File: src/rtl/register_writeback_pkg.sv
// Shared types and constants for the register bank write-back front end.
// Optional flush support is enabled by defining REGWB_FLUSH_EN.
package reg_wb_pkg;

  // Register bank geometry: 8 registers of 16 bits.
  localparam int DATA_W   = 16;
  localparam int ADDR_W   = 3;
  localparam int NUM_REGS = 2 ** ADDR_W;

  // One queued write-back: destination register and the value to write.
  typedef struct packed {
    logic [ADDR_W-1:0] rd;
    logic [DATA_W-1:0] data;
  } wb_entry_t;

  // One-hot decode of a register index, used to build the pending mask.
  function automatic logic [NUM_REGS-1:0] reg_onehot(input logic [ADDR_W-1:0] r);
    logic [NUM_REGS-1:0] oh;
    oh    = '0;
    oh[r] = 1'b1;
    return oh;
  endfunction

endpackage

File: src/rtl/register_writeback_if.sv
// Producer-side write-back channel (ALU or memory stage).
// Handshake: a result transfers at a rising edge where valid and ready are
// both high; the producer holds rd/data stable while valid is high, and
// ready is a pure function of queue occupancy (and of mem valid for the ALU).
interface reg_wb_prod_if;
  logic                           valid;
  logic                           ready;
  logic [reg_wb_pkg::ADDR_W-1:0] rd;
  logic [reg_wb_pkg::DATA_W-1:0] data;

  // Producer drives the payload, the queue answers with ready.
  modport master (output valid, output rd, output data, input ready);
  modport slave  (input valid, input rd, input data, output ready);
endinterface

File: src/rtl/register_writeback_fifo.sv
// In-order circular buffer of write-back entries. Accepts up to two pushes
// per cycle (push0 lands first) and at most one pop. The entry array and a
// per-slot valid mask are exported so the owner can build a pending mask.
module wb_fifo
  import reg_wb_pkg::*;
#(
  parameter  int DEPTH = 4,
  localparam int PTR_W = $clog2(DEPTH),
  localparam int CNT_W = PTR_W + 1
) (
  input  logic                   clk,
  input  logic                   rst,
  input  logic                   clr_i,
  input  logic                   push0_i,
  input  wb_entry_t              push0_entry_i,
  input  logic                   push1_i,
  input  wb_entry_t              push1_entry_i,
  input  logic                   pop_i,
  output wb_entry_t              head_o,
  output wb_entry_t [DEPTH-1:0]  entries_o,
  output logic      [DEPTH-1:0]  valid_o,
  output logic      [CNT_W-1:0]  count_o
);

  wb_entry_t [DEPTH-1:0] mem_q;
  wb_entry_t [DEPTH-1:0] mem_d;
  logic [PTR_W-1:0]      rd_ptr_q;
  logic [PTR_W-1:0]      rd_ptr_d;
  logic [PTR_W-1:0]      wr_ptr_q;
  logic [PTR_W-1:0]      wr_ptr_d;
  logic [PTR_W-1:0]      wr_ptr_nx;
  logic [CNT_W-1:0]      count_q;
  logic [CNT_W-1:0]      count_d;
  logic [CNT_W-1:0]      n_push;
  logic                  pop_eff;

  // Next-state for storage, pointers and occupancy; clear wins over traffic.
  always_comb begin
    mem_d     = mem_q;
    rd_ptr_d  = rd_ptr_q;
    wr_ptr_d  = wr_ptr_q;
    count_d   = count_q;
    wr_ptr_nx = wr_ptr_q + PTR_W'(1);
    pop_eff   = pop_i && (count_q != '0);
    n_push    = CNT_W'(push0_i) + CNT_W'(push1_i);

    // A lone push always takes the write slot; with two, push1 goes behind.
    if (push0_i) begin
      mem_d[wr_ptr_q] = push0_entry_i;
    end else if (push1_i) begin
      mem_d[wr_ptr_q] = push1_entry_i;
    end
    if (push0_i && push1_i) begin
      mem_d[wr_ptr_nx] = push1_entry_i;
    end

    wr_ptr_d = wr_ptr_q + PTR_W'(n_push);
    if (pop_eff) begin
      rd_ptr_d = rd_ptr_q + PTR_W'(1);
    end
    count_d = count_q + n_push - CNT_W'(pop_eff);

    if (clr_i) begin
      rd_ptr_d = '0;
      wr_ptr_d = '0;
      count_d  = '0;
    end
  end

  // Pointer and occupancy registers with synchronous reset.
  always_ff @(posedge clk) begin
    if (rst) begin
      rd_ptr_q <= '0;
      wr_ptr_q <= '0;
      count_q  <= '0;
    end else begin
      rd_ptr_q <= rd_ptr_d;
      wr_ptr_q <= wr_ptr_d;
      count_q  <= count_d;
    end
  end

  // Entry storage; contents only matter for slots covered by count_q.
  always_ff @(posedge clk) begin
    mem_q <= mem_d;
  end

  // A slot is live when its distance from the read pointer is below count.
  always_comb begin
    logic [PTR_W-1:0] offset;
    offset  = '0;
    valid_o = '0;
    for (int i = 0; i < DEPTH; i++) begin
      offset     = PTR_W'(i) - rd_ptr_q;
      valid_o[i] = ({1'b0, offset} < count_q);
    end
  end

  assign head_o    = (count_q != '0) ? mem_q[rd_ptr_q] : '0;
  assign entries_o = mem_q;
  assign count_o   = count_q;

endmodule

File: src/rtl/register_writeback.sv
// Write-side front end of the 8x16 register bank. Merges ALU and memory
// write-back results into an in-order queue (memory first when both fire)
// and drains one entry per cycle onto the bank write port. Also exports a
// per-register pending mask for issue stalls.
// Define REGWB_FLUSH_EN to add a synchronous flush input.
module register_writeback
  import reg_wb_pkg::*;
#(
  parameter  int DEPTH = 4,
  localparam int CNT_W = $clog2(DEPTH) + 1
) (
  input  logic                clk,
  input  logic                rst,
`ifdef REGWB_FLUSH_EN
  input  logic                flush,
`endif
  reg_wb_prod_if.slave        alu,
  reg_wb_prod_if.slave        mem,
  output logic [ADDR_W-1:0]   rd,
  output logic [DATA_W-1:0]   Datain,
  output logic                registerLoad,
  output logic [NUM_REGS-1:0] pending,
  output logic [CNT_W-1:0]    count
);

  localparam logic [CNT_W-1:0] FULL_C   = CNT_W'(DEPTH);
  localparam logic [CNT_W-1:0] ALMOST_C = CNT_W'(DEPTH - 1);

  logic                  flush_w;
  logic                  mem_ready_w;
  logic                  alu_ready_w;
  logic                  mem_fire;
  logic                  alu_fire;
  wb_entry_t             mem_entry;
  wb_entry_t             alu_entry;
  wb_entry_t             head;
  wb_entry_t [DEPTH-1:0] entries;
  logic      [DEPTH-1:0] entry_valid;
  logic      [CNT_W-1:0] occ;

`ifdef REGWB_FLUSH_EN
  assign flush_w = flush;
`else
  assign flush_w = 1'b0;
`endif

  // Ready from pre-edge occupancy only; a same-cycle pop earns no credit.
  // The ALU needs two free slots when memory is also offering.
  always_comb begin
    mem_ready_w = (occ < FULL_C) && !flush_w;
    alu_ready_w = ((occ < ALMOST_C) || ((occ < FULL_C) && !mem.valid)) && !flush_w;
  end

  assign mem.ready = mem_ready_w;
  assign alu.ready = alu_ready_w;
  assign mem_fire  = mem.valid && mem_ready_w;
  assign alu_fire  = alu.valid && alu_ready_w;

  assign mem_entry = '{rd: mem.rd, data: mem.data};
  assign alu_entry = '{rd: alu.rd, data: alu.data};

  // Memory is push0 so it drains ahead of a same-cycle ALU result.
  wb_fifo #(
    .DEPTH (DEPTH)
  ) u_fifo (
    .clk           (clk),
    .rst           (rst),
    .clr_i         (flush_w),
    .push0_i       (mem_fire),
    .push0_entry_i (mem_entry),
    .push1_i       (alu_fire),
    .push1_entry_i (alu_entry),
    .pop_i         (registerLoad),
    .head_o        (head),
    .entries_o     (entries),
    .valid_o       (entry_valid),
    .count_o       (occ)
  );

  // OR together the one-hot destination of every live queue entry.
  always_comb begin
    pending = '0;
    for (int i = 0; i < DEPTH; i++) begin
      if (entry_valid[i]) begin
        pending = pending | reg_onehot(entries[i].rd);
      end
    end
  end

  // The bank never stalls, so a non-empty queue writes its head every cycle.
  assign registerLoad = (occ != '0);
  assign rd           = head.rd;
  assign Datain       = head.data;
  assign count        = occ;

  // Occupancy can never exceed the queue depth.
  always_ff @(posedge clk) begin
    if (!rst) begin
      assert (occ <= FULL_C);
    end
  end

endmodule

File: src/flat_wrapper.sv
// flat-port wrapper written by rule: the top's interface ports become plain ports
module register_writeback_flat import reg_wb_pkg::*;
#(
  parameter  int DEPTH = 4,
  localparam int CNT_W = $clog2(DEPTH) + 1
)
  (clk, rst, rd, Datain, registerLoad, pending, count, alu_valid, alu_rd, alu_data, alu_ready, mem_valid, mem_rd, mem_data, mem_ready);
  reg_wb_prod_if alu_i ();
  reg_wb_prod_if mem_i ();
  input  logic clk;
  input  logic rst;
  output logic [ADDR_W-1:0] rd;
  output logic [DATA_W-1:0] Datain;
  output logic registerLoad;
  output logic [NUM_REGS-1:0] pending;
  output logic [CNT_W-1:0] count;
  input wire logic [$bits(alu_i.valid)-1:0] alu_valid;
  input wire logic [$bits(alu_i.rd)-1:0] alu_rd;
  input wire logic [$bits(alu_i.data)-1:0] alu_data;
  output wire logic [$bits(alu_i.ready)-1:0] alu_ready;
  input wire logic [$bits(mem_i.valid)-1:0] mem_valid;
  input wire logic [$bits(mem_i.rd)-1:0] mem_rd;
  input wire logic [$bits(mem_i.data)-1:0] mem_data;
  output wire logic [$bits(mem_i.ready)-1:0] mem_ready;
  assign alu_i.valid = alu_valid;
  assign alu_i.rd = alu_rd;
  assign alu_i.data = alu_data;
  assign alu_ready = alu_i.ready;
  assign mem_i.valid = mem_valid;
  assign mem_i.rd = mem_rd;
  assign mem_i.data = mem_data;
  assign mem_ready = mem_i.ready;
  register_writeback #(.DEPTH(DEPTH)) u_core (.clk(clk), .rst(rst), .alu(alu_i), .mem(mem_i), .rd(rd), .Datain(Datain), .registerLoad(registerLoad), .pending(pending), .count(count));
endmodule
File: config.mk
export PLATFORM = sky130hd
export DESIGN_NAME = register_writeback_flat
export DESIGN_NICKNAME = d
export VERILOG_FILES = /design/src/rtl/register_writeback_pkg.sv /design/src/rtl/register_writeback_if.sv /design/src/rtl/register_writeback_fifo.sv /design/src/rtl/register_writeback.sv /design/src/flat_wrapper.sv
export SDC_FILE = /design/constraint.sdc
export NUM_CORES = 1
export LEC_CHECK = 0
export ABC_AREA = 1
export CAP_MARGIN = 0
export CORE_AREA = 2 2 135 137
export CTS_BUF_LIST = sky130_fd_sc_hd__clkbuf_4 sky130_fd_sc_hd__clkbuf_8 sky130_fd_sc_hd__clkbuf_16
export CTS_CLUSTER_DIAMETER = 150
export DETAILED_ROUTE_END_ITERATION = 10
export DIE_AREA = 0 0 137 139
export PLACE_DENSITY = 0.48
export SYNTH_ARGS = -nofsm -noshare
export SYNTH_HDL_FRONTEND = slang
export SYNTH_SLANG_ARGS = --single-unit
File: constraint.sdc
create_clock -name clk -period 3.7 [get_ports clk]
set_clock_uncertainty 0.15 [all_clocks]
set_input_delay 0.74 -clock clk [delete_from_list [all_inputs] [get_ports clk]]
set_output_delay 0.74 -clock clk [all_outputs]
set_load 0.1 [all_outputs]
; ---- After elaboration in Yosys (flattened, before gate mapping)
; Cells that the tools add are included.
[totals]
reg_bits = 83
in_bits = 42
out_inout_bits = 33
elab_cells = 81
[op_classes]
addsub = 10
magnitude_cmp = 19
n_mux = 25
bitwise_logic = 3
n_reduce_logical = 13
[ops]
columns = operator, n
row1 = 76-bit bitwise mux, 3
row2 = 76-bit two-way mux, 3
row3 = 19-bit demux with 2-bit select, 2
row4 = 19-bit two-way mux, 4
row5 = 19-bit binary-select mux with 2-bit select, 1
row6 = 8-bit two-way mux, 4
row7 = 8-bit bitwise OR, 3
row8 = "3-bit by 4-bit less-than comparator with 1-bit output, second input constant", 4
row9 = 1-bit demux with 3-bit select, 4
row10 = "3-bit by 1-bit >= comparator with 1-bit output, second input constant", 4
row11 = 2-bit by 3-bit less-than comparator with 1-bit output, 4
row12 = 1-bit logical AND, 10
row13 = "2-bit by 3-bit less-than comparator with 1-bit output, second input constant", 3
row14 = "2-bit by 1-bit adder with 2-bit output, second input constant", 2
row15 = "2-bit by 1-bit >= comparator with 1-bit output, second input constant", 2
row16 = 1-bit two-way mux, 4
row17 = "1-bit by 2-bit subtractor with 2-bit output, first input constant", 2
row18 = "2-bit subtractor, first input constant", 2
row19 = 3-bit by 2-bit adder with 3-bit output, 1
row20 = "3-bit by 2-bit less-than comparator with 1-bit output, second input constant", 1
row21 = "3-bit less-than comparator, second input constant", 1
row22 = 3-bit nonzero test, 1
row23 = 3-bit by 1-bit subtractor with 3-bit output, 1
row24 = 1-bit by 1-bit adder with 2-bit output, 1
row25 = other kinds (3), 3

; ---- Longest topological paths before layout
; Gate-level depths: netlist of the first run.
[depth]
depth_word = 11
ltp_mapped = 14

; ---- Hierarchy
; From an unflattened synthesis of the first run, not the netlist that was laid out.
[unflattened]
hier_cells = 1002
hier_area_um2 = 5749.3
[by_module_without_submodules]
columns = mod, n_inst, cells_per_inst, area_per_inst_um2, seq_area_each_um2
row1 = wb_fifo, 1, 912, 5338.9, 1661.6
row2 = register_writeback, 1, 90, 410.4, 0.0

; ---- Worst setup path after synthesis of the first run
; OpenSTA, ideal clock, no wires.
[synth_path]
path_type = register to output
from = register u_core.u_fifo.count_q[1] (netlist: u_core.u_fifo.count_o[1])
to = output port Datain[0]
arrival_time_ns = 3.005
required_ns = 2.810
setup_slack_ns = -0.195
path_stages_with_launch = 6
n_path_buf = 1
cell_sequence = dfxtp_1 > inv_1 > nand2_1 > nor2_1 > clkbuf_1 > nor2_1
[synth_between]
elab_chain_cells = 2
[synth_rtl]
columns = element, line_no
row1 = start: declaration, register_writeback_fifo.sv:32  ; logic [CNT_W-1:0] count_q;
row2 = start signal: assignment, register_writeback_fifo.sv:79  ; count_q <= count_d;
row3 = 3-bit nonzero test, register_writeback_fifo.sv:99  ; assign head_o = (count_q != '0) ? mem_q[rd_ptr_q] : '0;
row4 = 19-bit two-way mux, register_writeback_fifo.sv:99
row5 = end: declaration, flat_wrapper.sv:13  ; output logic [DATA_W-1:0] Datain;
; No other way between the ends.

; ---- Worst setup path after layout of the first run
[layout_path]
from = register u_core.u_fifo.rd_ptr_q[0]
to = output port pending[7]
[layout_between]
elab_chain_cells = 9
elab_cells_between_ends = 15
classes_between = add/sub (4) / order compare (4) / mux (4) / bitwise (3)
[layout_rtl]
columns = element, line_no
row1 = start: declaration, register_writeback_fifo.sv:27  ; logic [PTR_W-1:0] rd_ptr_q;
row2 = start signal: assignment, register_writeback_fifo.sv:77  ; rd_ptr_q <= rd_ptr_d;
row3 = 1-bit by 2-bit subtractor with 2-bit output, register_writeback_fifo.sv:94  ; offset = PTR_W'(i) - rd_ptr_q;
row4 = 2-bit by 3-bit less-than comparator with 1-bit output, register_writeback_fifo.sv:95  ; valid_o[i] = ({1'b0, offset} < count_q);
row5 = 8-bit two-way mux, register_writeback.sv:84  ; if (entry_valid[i]) begin
row6 = 8-bit bitwise OR, register_writeback.sv:85  ; pending = pending | reg_onehot(entries[i].rd);
row7 = 8-bit two-way mux, register_writeback.sv:84
row8 = 8-bit bitwise OR, register_writeback.sv:85
row9 = 8-bit two-way mux, register_writeback.sv:84
row10 = 8-bit bitwise OR, register_writeback.sv:85
row11 = 8-bit two-way mux *, register_writeback.sv:84
row12 = end: declaration, flat_wrapper.sv:15  ; output logic [NUM_REGS-1:0] pending;
; Every way passes the cells marked *; elsewhere a longest branch is shown, timed or not.

==> flow_metrics.py, run 1 <==
metrics = {
    "run_status": {
        "status": "completed",
    },
    "layout": {
        "fillers": 1980,
        "diodes": 0,
        "area_growth_pct": 27.8,
        "drive_above_1_share_pct": 8.42,
        "mostFrequentLayoutCells": "nand2_1 (342), nor2_1 (126), inv_1 (101)",
        "fin_nets": 1058,
        "layout_commonest_cell": "nand2_1",
        "finalNonFillerCells": 1239,
    },
    "hold_path": {
        "holdPathEnd": "u_core.u_fifo.entries_o[66]$_DFF_P_",
        "whs_path_depth": 4,
        "min_from": "u_core.u_fifo.entries_o[66]$_DFF_P_",
        "hold_class": "register to register",
    },
    "floorplan": {
        "fp.dieW_um": 137,
        "coreArea_mm2": 0.0177,
        "die_h_um": 139,
        "fp-row-count": 49,
        "die_area_mm2": 0.0190,
        "start_util_pct": 31.1,
        "io_pins": 75,
    },
    "setup_path": {
        "worstReg2RegStart": "u_core.u_fifo.count_o[2]$_SDFF_PP0_",
        "r2r_cells": 12,
        "path_class": "register to output pin",
        "end_kind": "output pin",
        "rrSetupSlack_ps": 980,
        "cpMaxStageDelayCell": "inv_1",
        "slowest_delay_ps": 420,
        "crit_chain": "inv_1, nand2_1, nand2_1, inv_1, ha_1, nand3_1, nand4_1, nand4_1, buf_12",
        "cp.required_ps": 2810,
        "r2r-end": "u_core.u_fifo.count_o[2]$_SDFF_PP0_",
        "cp_max_fo": 12,
        "start_kind": "register",
        "arrival_ps": 2470,
    },
    "clock_network": {
        "clk_pin_slew_worst_paths_ps": 60,
        "cts.repair.resized": 0,
        "cts-hold-fix-buffers": 0,
        "root_buffer": "clkbuf_16",
        "cts_buffers": 9,
        "htreeDepth": 3,
        "clk_path_buf_depth": 2,
        "cts_num_sinks": 83,
        "cts_tree": "yes",
        "cts_setup_buffers": 0,
        "clkLatencyLatePin_ps": 340,
    },
    "logic_synthesis": {
        "synth_compound_area_share_pct": 15.2,
        "yosys.area_share.simple_pct": 40.2,
        "synth_top_family_by_area": "simple AND/OR/NAND/NOR gates",
        "ys_warn_count": 0,
        "synth_cell_type_count": 29,
        "synth_fa_ha_area_share_pct": 2.41,
        "yosysSeqAreaShare_pct": 30.2,
        "syn_inst": 948,
        "synth_xor_area_share_pct": 0.319,
        "async_flop_share_pct": 0,
        "yosys-mux-area-fraction_pct": 0,
        "yosys_register_bits": 83,
        "synth_nets": 1000,
        "avgSynthCellArea_um2": 5.80,
        "synth_edf_count": 0,
        "synthFlopType": "dfxtp_1",
        "syn-cell-area_mm2": 0.00550,
    },
    "placement": {
        "post-dp-hpwl_um": 13000,
        "post-place-cells": 1224,
        "io_buffers": 74,
        "gp_congestion": 0.838,
    },
    "grt": {
        "grt_max_degree": 48,
        "track_usage_pct": 21.3,
        "grt_overflow": 0,
        "antenna_found_initial": 0,
        "grt_pass1_wl_um": 31400,
        "grt_pass1_vias": 5630,
    },
    "sta": {
        "finalSetupViolations": 0,
        "slew_headroom_pct": 35.9,
        "hold_viol": 0,
        "fmax_mhz": 298,
        "rsz0062_at_grt": "no",
        "post-route-period-util_pct": 90.7,
        "worstMarginPinSlew_ps": 958,
        "slew_violations": 0,
        "fin_crit_ps": 3360,
    },
    "detailed_routing": {
        "drc": 0,
        "vias_per_cell": 4.89,
        "firstDrtPassIters": 5,
        "routed-via-count": 6062,
        "wl_per_cell_um": 15.9,
        "ant_nets": 0,
        "wl_um": 19700,
        "drt-initial-drc-count": 447,
    },
    "run": {
        "cap_violations": 0,
    },
}
==> per-stage QoR <==
step	setup TNS, ps	area, µm²	hold slack [ps]	utilization, %	setup slack (ps)
2_1_floorplan	-2160	5500	326	-	-110
6_report	0	7030	397	39.8	343
4_1_cts	0	7030	389	39.8	300
3_3_place_gp	0	6720	380	38.1	361
5_1_grt	0	7030	441	39.8	135
3_5_place_dp	0	6720	381	38.1	347
==> cells in the mapped netlist, types with 2 or more instances <==
master      n  area, µm²
o21ai_1    33        165
ha_1        9        113
a21oi_1    32        160
clkbuf_1   12       45.0
nand4_1    42        263
buf_2      27        135
buf_4       6       45.0
nor2_2      3       18.8
o22ai_1    30        188
nand3_1    15       75.1
inv_2       5       18.8
nand2_1   342       1280
nor2_1    127        477
o21ai_0    62        310
inv_1     101        379
nand2_2     6       37.5
nor3b_1     2       15.0
dfxtp_1    83       1660
==> sequential cells by signal (all words and copies together) (netlist names) <==
register	flops
u_core.u_fifo.wr_ptr_q	2
u_core.u_fifo.count_o	3
u_core.u_fifo.entries_o	76
u_core.u_fifo.rd_ptr_q	2
==> routing by layer <==
layer	share of wire (%)	track usage, %	vias to the layer above
met5	0	0	-
met4	1.6	5.91	0
met3	5.0	2.85	21
met2	46	34.6	167
met1	47	29.4	2745
li1	-	-	3129
==> cell families (layout without fill, tap and decap cells) <==
group | count (synthesis) | after routing
DFF | 83 | 83
and+or+nand+nor | 541 | 541
AOI/OAI and AO/OA | 159 | 159
adders and majority gates | 10 | 10
buffers and inverters | 153 | 215
xor gates and xnor gates | 2 | 2
==> layout make-up <==
class	instances	area (µm²)	area share, %
Clock buffer	13	268	3.81
Clock inverter	2	35.0	0.499
Inverter	106	398	5.66
Multi-Input combinational cell	712	3200	45.5
Sequential cell	83	1660	23.7
Tap cell	229	287	4.08
Timing Repair Buffer	94	1180	16.7
==> worst max path at each step <==
stage / depth (start not counted) / slack, ps / endpoint / start
after floorplan: 5 / -110 / Datain[0] / u_core.u_fifo.count_o[2]$_SDFF_PP0_
after global placement: 13 / 360 / u_core.u_fifo.count_o[2]$_SDFF_PP0_ / mem_valid
after detailed placement: 13 / 350 / u_core.u_fifo.count_o[2]$_SDFF_PP0_ / mem_valid
after CTS: 9 / 300 / pending[6] / u_core.u_fifo.rd_ptr_q[0]$_SDFFE_PP0N_
after global routing: 9 / 130 / pending[1] / u_core.u_fifo.rd_ptr_q[0]$_SDFFE_PP0N_
final: 9 / 340 / pending[7] / u_core.u_fifo.rd_ptr_q[0]$_SDFFE_PP0N_
==> worst max-delay path: cells and delay by family (launching register included) <==
family	cells	cell delay, ps
adder cells (fa/ha/maj)	1	260
buffers and inverters	3	680
flip-flops	1	360
AND/OR/NAND/NOR	5	820
Power of run 1 is not shown: default switching activity piles up to over one toggle a cycle in this logic, so the estimate is an artifact.
==> run 2: changes to the inputs <==
Settings changed: ABC_CLOCK_PERIOD_IN_PS set to 3700, SLEW_MARGIN set to 40.
==> run 2 against run 1 <==
- hold slack got worse by 5.3 ps
- global-route usage is essentially flat
- final area down 0.14%
- utilization fell by 0.057 points
- non-clock buffer count stayed put
- register-to-register slack hardly changed
- cell count stayed put
- critical endpoint is now pending[5]
==> flow_metrics.py, run 2 (synthesis gave the netlist of run 1 again) <==
metrics = {
    "setup_path": {
        "slowest_delay_ps": 420,
        "crit_chain": "inv_1, nand2_1, nand2_1, inv_1, ha_1, nand3_1, nand4_1, nand4_1, buf_12",
        "path_class": "register to output pin",
        "rrSetupSlack_ps": 990,
        "worstSetupStartpoint": "u_core.u_fifo.rd_ptr_q[0]$_SDFFE_PP0N_",
        "cp_max_fo": 12,
        "worst-path-buf-inv": 3,
        "cp.required_ps": 2810,
        "critPathTopFamily": "simple AND/OR/NAND/NOR gates",
        "arrival_ps": 2500,
        "worstReg2RegStart": "u_core.u_fifo.count_o[2]$_SDFF_PP0_",
        "cpMaxStageDelayCell": "inv_1",
        "start_kind": "register",
        "end_kind": "output pin",
        "r2r_cells": 12,
        "crit_end": "pending[5]",
        "path_depth": 9,
        "r2r-end": "u_core.u_fifo.count_o[2]$_SDFF_PP0_",
    },
    "run_status": {
        "status": "completed",
    },
    "layout": {
        "multi_input_area_mm2": 0.00320,
        "fin_nets": 1058,
        "mostFrequentLayoutCells": "nand2_1 (342), nor2_1 (126), inv_1 (101)",
        "fillers": 1966,
        "layout_commonest_cell": "nand2_1",
        "area_growth_pct": 27.6,
        "drive_above_1_share_pct": 8.61,
        "regArea_mm2": 0.00166,
        "diodes": 0,
        "design_area_mm2": 0.00702,
        "largest_reg_flops": 76,
    },
    "floorplan": {
        "start_util_pct": 31.1,
        "fp-row-count": 49,
        "die_area_mm2": 0.0190,
        "die_h_um": 139,
        "fp.dieW_um": 137,
        "io_pins": 75,
        "coreArea_mm2": 0.0177,
    },
    "detailed_routing": {
        "wl_um": 19900,
        "drt-initial-drc-count": 423,
        "routed-via-count": 6038,
        "vias_per_cell": 4.87,
        "wl_per_cell_um": 16.0,
        "ant_nets": 0,
        "firstDrtPassIters": 5,
        "drc": 0,
    },
    "grt": {
        "grt_pass1_wl_um": 31300,
        "grt_overflow": 0,
        "grt_pass1_vias": 5506,
        "antenna_found_initial": 0,
        "grt_max_degree": 48,
        "track_usage_pct": 21.3,
    },
    "placement": {
        "postPlaceCellArea_mm2": 0.00671,
        "io_buffers": 74,
        "place_ws_ps": 348,
        "post-dp-hpwl_um": 12900,
        "gp_congestion": 0.838,
    },
    "sta": {
        "fmax_mhz": 295,
        "final.setup.worst_slack_ps": 309,
        "slew_violations": 0,
        "post-route-period-util_pct": 91.6,
        "worstMarginPinSlew_ps": 730,
        "fin_crit_ps": 3390,
        "hold_viol": 0,
        "slew_headroom_pct": 51.3,
        "finalSetupViolations": 0,
        "rsz0062_at_grt": "no",
    },
    "clock_network": {
        "cts_tree": "yes",
        "cts_num_sinks": 83,
        "cts_setup_buffers": 0,
        "root_buffer": "clkbuf_16",
        "cts-hold-fix-buffers": 0,
        "cts_buffers": 9,
        "cts.repair.resized": 0,
        "clk_pin_slew_worst_paths_ps": 60,
        "htreeDepth": 3,
        "clk_path_buf_depth": 2,
        "clkLatencyLatePin_ps": 350,
    },
    "hold_path": {
        "hold_class": "register to register",
        "whs_path_depth": 2,
    },
    "run": {
        "cap_violations": 0,
    },
}
## run 2: cell types whose count changed in the layout (fill, tap and decap cells not counted)
cell             change
clkdlybuf4s50_1      -2
buf_2                +2
## run 2: worst min path at each step
| stage | start | to | slack, ps |
|---|---|---|---|
| global route | u_core.u_fifo.rd_ptr_q[0]$_SDFFE_PP0N_ | u_core.u_fifo.rd_ptr_q[0]$_SDFFE_PP0N_ | 420 |
| finish | u_core.u_fifo.rd_ptr_q[0]$_SDFFE_PP0N_ | u_core.u_fifo.rd_ptr_q[0]$_SDFFE_PP0N_ | 390 |
| detailed placement | u_core.u_fifo.rd_ptr_q[0]$_SDFFE_PP0N_ | u_core.u_fifo.rd_ptr_q[0]$_SDFFE_PP0N_ | 370 |
| floorplan | u_core.u_fifo.rd_ptr_q[0]$_SDFFE_PP0N_ | u_core.u_fifo.rd_ptr_q[0]$_SDFFE_PP0N_ | 330 |
| CTS | u_core.u_fifo.rd_ptr_q[0]$_SDFFE_PP0N_ | u_core.u_fifo.rd_ptr_q[0]$_SDFFE_PP0N_ | 380 |
| global placement | u_core.u_fifo.rd_ptr_q[0]$_SDFFE_PP0N_ | u_core.u_fifo.rd_ptr_q[0]$_SDFFE_PP0N_ | 380 |
## run 2: layout make-up
type / count / area share [%]
clock buffer: 13 / 3.82
sequential: 83 / 23.7
tap: 229 / 4.08
timing repair buffer: 94 / 16.6
clock inverter: 2 / 0.499
inverter: 106 / 5.67
multi-input combinational: 712 / 45.6
## run 2: layer usage
metal | GRT usage (%) | vias up | share of wire, % | wire, µm
met5 | 0 | - | 0 | 0
met4 | 5.59 | 0 | 1.6 | 314
met3 | 2.78 | 24 | 4.3 | 851
met2 | 33.1 | 152 | 45 | 8860
met1 | 30.8 | 2735 | 50 | 9840
li1 | - | 3127 | - | -
## run 2: stage by stage
stage	utilization, %	setup TNS (ps)	cells	hold slack (ps)
global placement	38.1	0	1224	380
detailed placement	38.0	0	1224	369
CTS	39.7	0	1239	382
global route	39.7	0	1239	420
finish	39.7	0	1239	392
floorplan	-	-2160	948	326
## run 2: worst reg2reg max path, stage by stage, from the launching register on
cell	delay, ps
dfxtp_1	330
inv_2	250
nand2_1	150
a21boi_0	220
ha_1	180
inv_1	50
ha_1	260
inv_1	40
ha_1	180
fa_1	380
xnor2_1	200
nand2_1	70
nor3b_1	140
Power of run 2 is left out for the same reason.
==> run 3: changes to the inputs <==
Settings changed: ABC_CLOCK_PERIOD_IN_PS 3700 to 3200, GPL_ROUTABILITY_DRIVEN set to 0.
Clock period 3.7 ns to 3.2 ns, I/O delays scaled along.
==> run 3 against run 2 <==
- first-iteration DRC count shrank 15%
- global-route usage up 0.18 points
- count of clock-buffer cells in the layout shrank 2
- critical path depth stayed put
- highest routed layer unchanged
==> flow_metrics.py, run 3 (synthesis gave the netlist of run 1 again) <==
metrics = {
    "run_status": {
        "status": "completed",
    },
    "detailed_routing": {
        "ant_nets": 0,
        "firstDrtPassIters": 5,
        "wl_um": 19800,
        "vias_per_cell": 4.82,
        "drc": 0,
        "wl_per_cell_um": 15.9,
        "drt-initial-drc-count": 360,
        "routed-via-count": 6016,
    },
    "clock_network": {
        "root_buffer": "clkbuf_16",
        "cts-hold-fix-buffers": 0,
        "clk_path_buf_depth": 2,
        "cts_num_sinks": 83,
        "clkLatencyLatePin_ps": 350,
        "clk_pin_slew_worst_paths_ps": 60,
        "cts_tree": "yes",
        "htreeDepth": 3,
        "cts_buffers": 9,
        "cts.repair.resized": 0,
        "cts_setup_buffers": 0,
    },
    "floorplan": {
        "start_util_pct": 31.1,
        "die_area_mm2": 0.0190,
        "die_h_um": 139,
        "fp-row-count": 49,
        "coreArea_mm2": 0.0177,
        "io_pins": 75,
        "fp.dieW_um": 137,
    },
    "layout": {
        "drive_above_1_share_pct": 11.6,
        "layout_commonest_cell": "nand2_1",
        "fin_nets": 1067,
        "area_growth_pct": 30.1,
        "fillers": 1908,
        "final_util_pct": 40.5,
        "finalNonFillerCells": 1248,
        "diodes": 0,
        "largest_reg_flops": 76,
        "mostFrequentLayoutCells": "nand2_1 (342), nor2_1 (107), inv_1 (101)",
    },
    "sta": {
        "fin_crit_ps": 2940,
        "worstMarginPinSlew_ps": 738,
        "slew_violations": 0,
        "post-route-period-util_pct": 92.0,
        "final.setup.worst_slack_ps": 255,
        "finalSetupViolations": 0,
        "fmax_mhz": 340,
        "holdWs_ps": 398,
        "hold_viol": 0,
        "slew_headroom_pct": 50.7,
        "rsz0062_at_grt": "no",
    },
    "placement": {
        "post-dp-hpwl_um": 13100,
        "io_buffers": 74,
        "post-place-cells": 1233,
        "place_ws_ps": -32.2,
    },
    "setup_path": {
        "cp_max_fo": 10,
        "path_class": "register to output pin",
        "start_kind": "register",
        "r2r_cells": 12,
        "end_kind": "output pin",
        "arrival_ps": 2150,
        "cp.required_ps": 2410,
    },
    "hold_path": {
        "whs_path_depth": 2,
        "hold_class": "register to register",
    },
    "grt": {
        "grt_pass1_wl_um": 31400,
        "grt_overflow": 0,
        "antenna_found_initial": 0,
        "grt_pass1_vias": 5588,
        "grt_max_degree": 48,
        "track_usage_pct": 21.5,
    },
    "run": {
        "cap_violations": 0,
    },
}
## run 3: cell types whose count changed in the layout (fill, tap and decap cells not counted), moves of 2 or more
| cell | before | now |
|---|---|---|
| nor2_1 | 126 | 107 |
| nor2_2 | 4 | 22 |
| buf_4 | 22 | 33 |
| clkbuf_4 | 2 | 0 |
| dfxtp_1 | 82 | 80 |
| buf_2 | 2 | 0 |
## run 3: area by class of cell
type	count	area, µm²	area share [%]
clock inverters	4	48.8	0.682
multi-input cells	712	3260	45.6
inverters	106	398	5.56
flip-flops and latches	83	1670	23.3
well taps	229	287	4.01
clock buffers	11	253	3.53
repair buffers	103	1240	17.3
## run 3: path summary, 6_finish.rpt
path	startpoint	end	slack [ps]
setup / recovery	u_core.u_fifo.rd_ptr_q[1]$_SDFFE_PP0N_	pending[6]	260
hold / removal	u_core.u_fifo.rd_ptr_q[0]$_SDFFE_PP0N_	u_core.u_fifo.rd_ptr_q[0]$_SDFFE_PP0N_	400
setup reg to reg	u_core.u_fifo.count_o[1]$_SDFF_PP0_	u_core.u_fifo.count_o[2]$_SDFF_PP0_	520
hold reg to reg	u_core.u_fifo.rd_ptr_q[0]$_SDFFE_PP0N_	u_core.u_fifo.rd_ptr_q[0]$_SDFFE_PP0N_	400
## run 3: per-layer routing
metal	wire (µm)	part of all wire, %	GRT usage, %
met5	0	0	0
met4	476	2.4	8.46
met3	867	4.4	2.30
met2	9270	47	34.9
met1	9180	46	28.9
## run 3: critical path, stage by stage (launching register included)
cell,delay [ps]
dfxtp_1,320
buf_4,190
nand2_1,100
nand2_1,90
ha_1,290
nand3_1,190
and2_1,230
nand2_1,60
nand4_1,130
buf_12,210
## run 3: stage by stage
| step | area (µm²) | TNS (ps) |
|---|---|---|
| 2_1_floorplan | 5560 | 0 |
| 3_3_place_gp | 6840 | -35.2 |
| 3_5_place_dp | 6840 | -32.2 |
| 4_1_cts | 7150 | 0 |
| 5_1_grt | 7150 | 0 |
| 6_report | 7150 | 0 |
Power of run 3 is left out for the same reason.
